$ cat src/rtl/sweep_seq_if.sv
// rtl/sweep_seq_if.sv - direct-word write bus from the sweep sequencer to the DDS register stage
interface sweep_seq_if;
    logic        param_wen;
    logic [31:0] direct_fword;
    logic [31:0] direct_pword;
    logic [31:0] direct_amp;
    logic [2:0]  direct_en;

    modport master (
        output param_wen,
        output direct_fword,
        output direct_pword,
        output direct_amp,
        output direct_en
    );

    modport slave (
        input param_wen,
        input direct_fword,
        input direct_pword,
        input direct_amp,
        input direct_en
    );
endinterface

$ cat src/rtl/sweep_seq.sv
// rtl/sweep_seq.sv - frequency-sweep sequencer: load, settle, dwell per point, optional looping
module sweep_seq #(
    parameter int PTS_W = 16,
    parameter int CNT_W = 32
) (
    input  logic             clk,
    input  logic             rstn,
    input  logic             cfg_wen,
    input  logic [31:0]      cfg_start_fword,
    input  logic [31:0]      cfg_step_fword,
    input  logic [PTS_W-1:0] cfg_num_points,
    input  logic [CNT_W-1:0] cfg_settle,
    input  logic [CNT_W-1:0] cfg_dwell,
    input  logic [31:0]      cfg_pword,
    input  logic [31:0]      cfg_amp,
    input  logic             cfg_continuous,
    input  logic             start,
    input  logic             abort,
    sweep_seq_if.master      dds,
    output logic             meas_gate,
    output logic [PTS_W-1:0] point_idx,
    output logic             point_done,
    output logic             sweep_done,
    output logic             busy
);
    typedef enum logic [2:0] {
        S_IDLE   = 3'd0,
        S_LOAD   = 3'd1,
        S_SETTLE = 3'd2,
        S_DWELL  = 3'd3,
        S_NEXT   = 3'd4
    } state_t;

    state_t           state_q, state_d;
    logic [31:0]      start_fword_q, start_fword_d, step_fword_q, step_fword_d;
    logic [31:0]      pword_q, pword_d, amp_q, amp_d;
    logic [PTS_W-1:0] num_points_q, num_points_d;
    logic [CNT_W-1:0] settle_q, settle_d, dwell_q, dwell_d;
    logic             continuous_q, continuous_d;
    logic [31:0]      cur_fword_q, cur_fword_d;
    logic [PTS_W-1:0] idx_q, idx_d;
    logic [CNT_W-1:0] cnt_q, cnt_d;
    logic             param_wen_q, param_wen_d, meas_gate_q, meas_gate_d;
    logic             point_done_q, point_done_d, sweep_done_q, sweep_done_d;
    logic             busy_q, busy_d;
    logic [2:0]       direct_en_q, direct_en_d;
    logic [31:0]      direct_fword_q, direct_fword_d, direct_pword_q, direct_pword_d;
    logic [31:0]      direct_amp_q, direct_amp_d;
    logic [CNT_W-1:0] settle_len, dwell_len;
    logic             last_point;

    always_comb begin
        settle_len = (settle_q == '0) ? CNT_W'(1) : settle_q;
        dwell_len  = (dwell_q == '0) ? CNT_W'(1) : dwell_q;
        last_point = (idx_q == num_points_q - PTS_W'(1));

        start_fword_d = start_fword_q;
        step_fword_d  = step_fword_q;
        pword_d       = pword_q;
        amp_d         = amp_q;
        num_points_d  = num_points_q;
        settle_d      = settle_q;
        dwell_d       = dwell_q;
        continuous_d  = continuous_q;
        state_d       = state_q;
        cur_fword_d   = cur_fword_q;
        idx_d         = idx_q;
        cnt_d         = cnt_q;

        // Config is frozen for the duration of a sweep.
        if (cfg_wen && state_q == S_IDLE) begin
            start_fword_d = cfg_start_fword;
            step_fword_d  = cfg_step_fword;
            pword_d       = cfg_pword;
            amp_d         = cfg_amp;
            num_points_d  = cfg_num_points;
            settle_d      = cfg_settle;
            dwell_d       = cfg_dwell;
            continuous_d  = cfg_continuous;
        end

        if (abort) begin
            state_d = S_IDLE;
        end else begin
            case (state_q)
                S_IDLE: begin
                    if (start && num_points_q != '0) begin
                        state_d     = S_LOAD;
                        cur_fword_d = start_fword_q;
                        idx_d       = '0;
                    end
                end
                S_LOAD: begin
                    state_d = S_SETTLE;
                    cnt_d   = settle_len - CNT_W'(1);
                end
                S_SETTLE: begin
                    if (cnt_q == '0) begin
                        state_d = S_DWELL;
                        cnt_d   = dwell_len - CNT_W'(1);
                    end else begin
                        cnt_d = cnt_q - CNT_W'(1);
                    end
                end
                S_DWELL: begin
                    if (cnt_q == '0) state_d = S_NEXT;
                    else             cnt_d   = cnt_q - CNT_W'(1);
                end
                S_NEXT: begin
                    if (!last_point) begin
                        state_d     = S_LOAD;
                        cur_fword_d = cur_fword_q + step_fword_q;
                        idx_d       = idx_q + PTS_W'(1);
                    end else if (continuous_q) begin
                        state_d     = S_LOAD;
                        cur_fword_d = start_fword_q;
                        idx_d       = '0;
                    end else begin
                        state_d = S_IDLE;
                    end
                end
                default: state_d = S_IDLE;
            endcase
        end

        // Outputs are registered from the next state so they line up with the state they describe.
        param_wen_d    = (state_d == S_LOAD);
        meas_gate_d    = (state_d == S_DWELL);
        point_done_d   = (state_d == S_NEXT);
        sweep_done_d   = (state_d == S_NEXT) && last_point;
        busy_d         = (state_d != S_IDLE);
        direct_en_d    = busy_d ? 3'b111 : 3'b000;
        direct_fword_d = param_wen_d ? cur_fword_d : direct_fword_q;
        direct_pword_d = param_wen_d ? pword_q     : direct_pword_q;
        direct_amp_d   = param_wen_d ? amp_q       : direct_amp_q;
    end

    always_ff @(posedge clk) begin
        if (!rstn) begin
            state_q        <= S_IDLE;
            start_fword_q  <= '0;
            step_fword_q   <= '0;
            pword_q        <= '0;
            amp_q          <= '0;
            num_points_q   <= '0;
            settle_q       <= '0;
            dwell_q        <= '0;
            continuous_q   <= 1'b0;
            cur_fword_q    <= '0;
            idx_q          <= '0;
            cnt_q          <= '0;
            param_wen_q    <= 1'b0;
            meas_gate_q    <= 1'b0;
            point_done_q   <= 1'b0;
            sweep_done_q   <= 1'b0;
            busy_q         <= 1'b0;
            direct_en_q    <= 3'b000;
            direct_fword_q <= '0;
            direct_pword_q <= '0;
            direct_amp_q   <= '0;
        end else begin
            state_q        <= state_d;
            start_fword_q  <= start_fword_d;
            step_fword_q   <= step_fword_d;
            pword_q        <= pword_d;
            amp_q          <= amp_d;
            num_points_q   <= num_points_d;
            settle_q       <= settle_d;
            dwell_q        <= dwell_d;
            continuous_q   <= continuous_d;
            cur_fword_q    <= cur_fword_d;
            idx_q          <= idx_d;
            cnt_q          <= cnt_d;
            param_wen_q    <= param_wen_d;
            meas_gate_q    <= meas_gate_d;
            point_done_q   <= point_done_d;
            sweep_done_q   <= sweep_done_d;
            busy_q         <= busy_d;
            direct_en_q    <= direct_en_d;
            direct_fword_q <= direct_fword_d;
            direct_pword_q <= direct_pword_d;
            direct_amp_q   <= direct_amp_d;
        end
    end

    assign dds.param_wen    = param_wen_q;
    assign dds.direct_fword = direct_fword_q;
    assign dds.direct_pword = direct_pword_q;
    assign dds.direct_amp   = direct_amp_q;
    assign dds.direct_en    = direct_en_q;
    assign meas_gate        = meas_gate_q;
    assign point_idx        = idx_q;
    assign point_done       = point_done_q;
    assign sweep_done       = sweep_done_q;
    assign busy             = busy_q;
endmodule

$ cat src/flat_wrapper.sv
// flat-port wrapper written by rule: the top's interface ports become plain ports
module sweep_seq_flat 
#(
    parameter int PTS_W = 16,
    parameter int CNT_W = 32
)
  (clk, rstn, cfg_wen, cfg_start_fword, cfg_step_fword, cfg_num_points, cfg_settle, cfg_dwell, cfg_pword, cfg_amp, cfg_continuous, start, abort, meas_gate, point_idx, point_done, sweep_done, busy, dds_param_wen, dds_direct_fword, dds_direct_pword, dds_direct_amp, dds_direct_en);
  sweep_seq_if dds_i ();
  input  logic clk;
  input  logic rstn;
  input  logic cfg_wen;
  input  logic [31:0] cfg_start_fword;
  input  logic [31:0] cfg_step_fword;
  input  logic [PTS_W-1:0] cfg_num_points;
  input  logic [CNT_W-1:0] cfg_settle;
  input  logic [CNT_W-1:0] cfg_dwell;
  input  logic [31:0] cfg_pword;
  input  logic [31:0] cfg_amp;
  input  logic cfg_continuous;
  input  logic start;
  input  logic abort;
  output logic meas_gate;
  output logic [PTS_W-1:0] point_idx;
  output logic point_done;
  output logic sweep_done;
  output logic busy;
  output wire logic [$bits(dds_i.param_wen)-1:0] dds_param_wen;
  output wire logic [$bits(dds_i.direct_fword)-1:0] dds_direct_fword;
  output wire logic [$bits(dds_i.direct_pword)-1:0] dds_direct_pword;
  output wire logic [$bits(dds_i.direct_amp)-1:0] dds_direct_amp;
  output wire logic [$bits(dds_i.direct_en)-1:0] dds_direct_en;
  assign dds_param_wen = dds_i.param_wen;
  assign dds_direct_fword = dds_i.direct_fword;
  assign dds_direct_pword = dds_i.direct_pword;
  assign dds_direct_amp = dds_i.direct_amp;
  assign dds_direct_en = dds_i.direct_en;
  sweep_seq #(.PTS_W(PTS_W), .CNT_W(CNT_W)) u_core (.clk(clk), .rstn(rstn), .cfg_wen(cfg_wen), .cfg_start_fword(cfg_start_fword), .cfg_step_fword(cfg_step_fword), .cfg_num_points(cfg_num_points), .cfg_settle(cfg_settle), .cfg_dwell(cfg_dwell), .cfg_pword(cfg_pword), .cfg_amp(cfg_amp), .cfg_continuous(cfg_continuous), .start(start), .abort(abort), .dds(dds_i), .meas_gate(meas_gate), .point_idx(point_idx), .point_done(point_done), .sweep_done(sweep_done), .busy(busy));
endmodule
$ cat config.mk
export PLATFORM = sky130hd
export DESIGN_NAME = sweep_seq_flat
export DESIGN_NICKNAME = d
export VERILOG_FILES = /design/src/rtl/sweep_seq_if.sv /design/src/rtl/sweep_seq.sv /design/src/flat_wrapper.sv
export SDC_FILE = /design/constraint.sdc
export NUM_CORES = 1
export LEC_CHECK = 0
export ABC_CLOCK_PERIOD_IN_PS = 4190
export CAP_MARGIN = 30
export CORE_UTILIZATION = 25
export DETAILED_ROUTE_END_ITERATION = 8
export DONT_BUFFER_PORTS = 1
export PLACE_DENSITY_LB_ADDON = 0.15
export SYNTH_ARGS = -nofsm -noshare
export SYNTH_HDL_FRONTEND = slang
export SYNTH_SLANG_ARGS = --single-unit
$ cat constraint.sdc
create_clock -name clk -period 4.19 [get_ports clk]
set_clock_uncertainty 0.2 [all_clocks]
set_input_delay 1.0475 -clock clk [delete_from_list [all_inputs] [get_ports clk]]
set_output_delay 1.0475 -clock clk [all_outputs]
set_load 0.02 [all_outputs]
==> flow_summary.ini <==
[sta]
fin_crit_sh_pct = 94.0
tightest_slew_ns = 0.881
final.setup.tns_ns = 0
slew_violations = 0
max_clock_freq_ghz = 0.254
setup_viol = 0
hold_viol = 0
fin_crit_ns = 3.94
final.setup.worst_slack_ns = 0.253
slew_headroom_pct = 41.2
rsz0062_at_grt = false

[yosys]
synth_cell_type_count = 77
yosysSeqAreaShare_pct = 41.9
synthesis.nets = 2698
syn-instance-count = 2445
avgSynthCellArea_um2 = 7.67
synth_edf_count = 0
netlist_area_mm2 = 0.0188
async_flop_share_pct = 0
ys_seq_elements = 393
synthFlopType = dfxtp_1
yosys_warnings = 0

[floorplanning]
die_w_um = 276
fp.coreArea_mm2 = 0.0743
ios = 334
dieArea_mm2 = 0.0761
die_y_um = 276
fp-row-count = 100
initial_core_util_pct = 25.2

[global_routing]
grt_pass1_vias = 16100
track_usage_pct = 16.9
grt.overflow.total = 0
antenna_found_initial = 2
grt_max_degree = 114
grt_first_pass_wirelength_mm = 100

[power_and_ir_drop]
swShare_pct = 29.4
leakage_nw = 8.00
combPwrFrac_pct = 15.2
irDropWorstVdd_v = 0.000260
switchingPower_w = 0.00294
p_clk_share_pct = 43.0
power_w = 0.00999
p_int_w = 0.00706
pwr-share-seq_pct = 41.8
power_density_mw_per_mm2 = 461

[worst_setup_path]
critPathMaxFanout = 21
critPathArrivalTime_ns = 4.20
end_kind = register
start_kind = register
required_ns = 4.45
worstSetupPathType = register to register

[layout]
fin_nets = 2662
area_growth_pct = 15.5
drive_gt1_share_pct = 8.18

[route]
route.vias.total = 17100
drc = 0
ant_nets = 0
routedWlPerCell_um = 19.6
drt_wl_total_mm = 66.9
drt_pass1_iterations = 5
viasPerCell = 5.00
drtIter0Drc = 1180

[clock_tree]
clkTransAtPathRegs_ns = 0.06
clock_latency_ns = 0.58
htree_levels = 2
cts_resized = 0
cts_tree = yes
cts.sinks = 393
cts_made_buffers = 49
post_cts_buffers = 0
clockRootBuffer = clkbuf_16
cts_hold_repair.buffers = 0
cts_max_path_buffers = 3

[run_status]
status = complete, no violations

[hold_path]
hold_class = register to register

[flow_run]
maxCapViolations = 0

[place]
portBuffers = 0
dp_slack_ns = 0.325
gp_congestion = 0.888
place_hpwl_mm = 47.6
==> metrics by stage <==
step                      cells  area [um^2]  hold slack, ns  util, %
after floorplan            2445        18800           0.232        -
after global placement     3327        20000           0.241     27.0
after detailed placement   3327        20000           0.246     27.0
after CTS                  3413        21600           0.245     29.1
after global routing       3413        21700           0.259     29.2
final                      3414        21700           0.243     29.2
==> cells in the mapped netlist, types with 25 or more instances <==
master      n  area, um^2
nand3_1    37         185
nor3_1     53         265
ha_1       38         475
xnor2_1    78         683
xor2_1     53         464
nand2_1   636        2390
o21ai_0    98         490
a31oi_1    25         156
nor2_1    126         473
clkbuf_1  135         507
dfxtp_1   393        7870
a21oi_1   386        1930
nor4_1     30         188
==> per-layer routing <==
metal,vias to the layer above,GRT usage [%],share of wire [%]
met5,-,0,0.019
met4,2,4.83,2.4
met3,96,4.59,7.8
met2,465,26.5,45
met1,8107,22.7,45
li1,8402,-,-
==> final cells by class <==
class	instances	area (um^2)
timing repair buffer	75	688
sequential	393	7870
inverter	23	93.8
antenna	1	2.50
multi-input combinational	1867	10200
fill	8081	52700
clock buffer	65	1390
tap	969	1210
clock inverter	21	230
==> path summary, 6_finish.rpt <==
check	depth (start not counted)	from	slack, ns	end
min	2	u_core.pword_q[20]	0.24	u_core.dds.direct_pword[20]
max reg2reg	11	u_core.num_points_q[0]	0.25	u_core.dds.direct_fword[16]
min reg2reg	2	u_core.pword_q[20]	0.24	u_core.dds.direct_pword[20]
max	11	u_core.num_points_q[0]	0.25	u_core.dds.direct_fword[16]
==> sequential cells by signal (all words and copies together) (netlist names) <==
register and count:
u_core.amp_q 32, u_core.cnt_q 32, u_core.cur_fword_q 32, u_core.dds.direct_amp 32, u_core.dds.direct_fword 32, u_core.dds.direct_pword 32
u_core.dwell_q 32, u_core.pword_q 32, u_core.settle_q 32, u_core.start_fword_q 32, u_core.step_fword_q 32, u_core.num_points_q 16
u_core.point_idx 16, u_core.state_q 3, u_core.continuous_q 1, u_core.dds.direct_en 1, u_core.dds.param_wen 1, u_core.meas_gate 1
u_core.point_done 1, u_core.sweep_done 1
==> worst max-delay path, stage by stage (launching register included) <==
cell and delay (ns):
dfxtp_1 0.36, inv_1 0.10, ha_1 0.20, or3b_1 0.41
o21a_1 0.21, or4_1 0.46, nor4_1 0.39, and4_4 0.52
buf_4 0.31, o21ai_1 0.10, a222oi_1 0.40, a21oi_1 0.12
==> cell usage in the layout (no fill, tap or decap), types with 9 or more instances in the layout <==
cell,Yosys,layout
nor3_1,53,50
a211oi_1,13,13
nand4_1,18,18
inv_1,22,22
dfxtp_1,393,393
a21oi_1,386,386
and2_1,10,9
clkbuf_8,0,10
o211ai_1,16,16
or2_2,11,11
a21o_1,12,12
a31oi_1,25,25
or3_1,23,23
nand3_1,37,37
mux2_2,9,9
nor4_1,30,28
clkbuf_16,0,49
or4_1,15,15
xnor2_1,78,78
ha_1,38,38
clkinv_2,0,9
buf_4,6,65
buf_12,0,10
nand2b_1,12,12
nor2_1,126,126
o31ai_1,11,11
o21ai_0,98,98
o22ai_1,13,13
xor2_1,53,53
a221oi_1,14,14
o21a_1,11,11
nand2_1,636,635
mux2i_1,15,15
==> kinds of logic (layout without fill, tap and decap cells) <==
family                   after synthesis  after routing  synth area share [%]
adder cells (fa/ha/maj)               39             39                  2.64
flip-flops                           393            393                  41.9
XOR/XNOR                             131            131                  6.12
other                                  0              1                     0
buffers and inverters                185            184                  4.03
multiplexers                          24             24                  1.34
AND/OR/NAND/NOR                     1019           1019                  23.8
AO/OA/AOI/OAI                        654            654                  20.1
==> power groups by stage <==
| stage | combinational [W] | sequential [W] | clock (W) |
|---|---|---|---|
| after CTS | 0.00153 | 0.00418 | 0.00445 |
| after floorplan | 0.00108 | 0.00418 | 0 |
| final | 0.00152 | 0.00418 | 0.00430 |
| after global placement | 0.00152 | 0.00426 | 0 |
| after global routing | 0.00169 | 0.00420 | 0.00459 |
| after detailed placement | 0.00152 | 0.00426 | 0 |
Power figures use the tool's default switching activity.
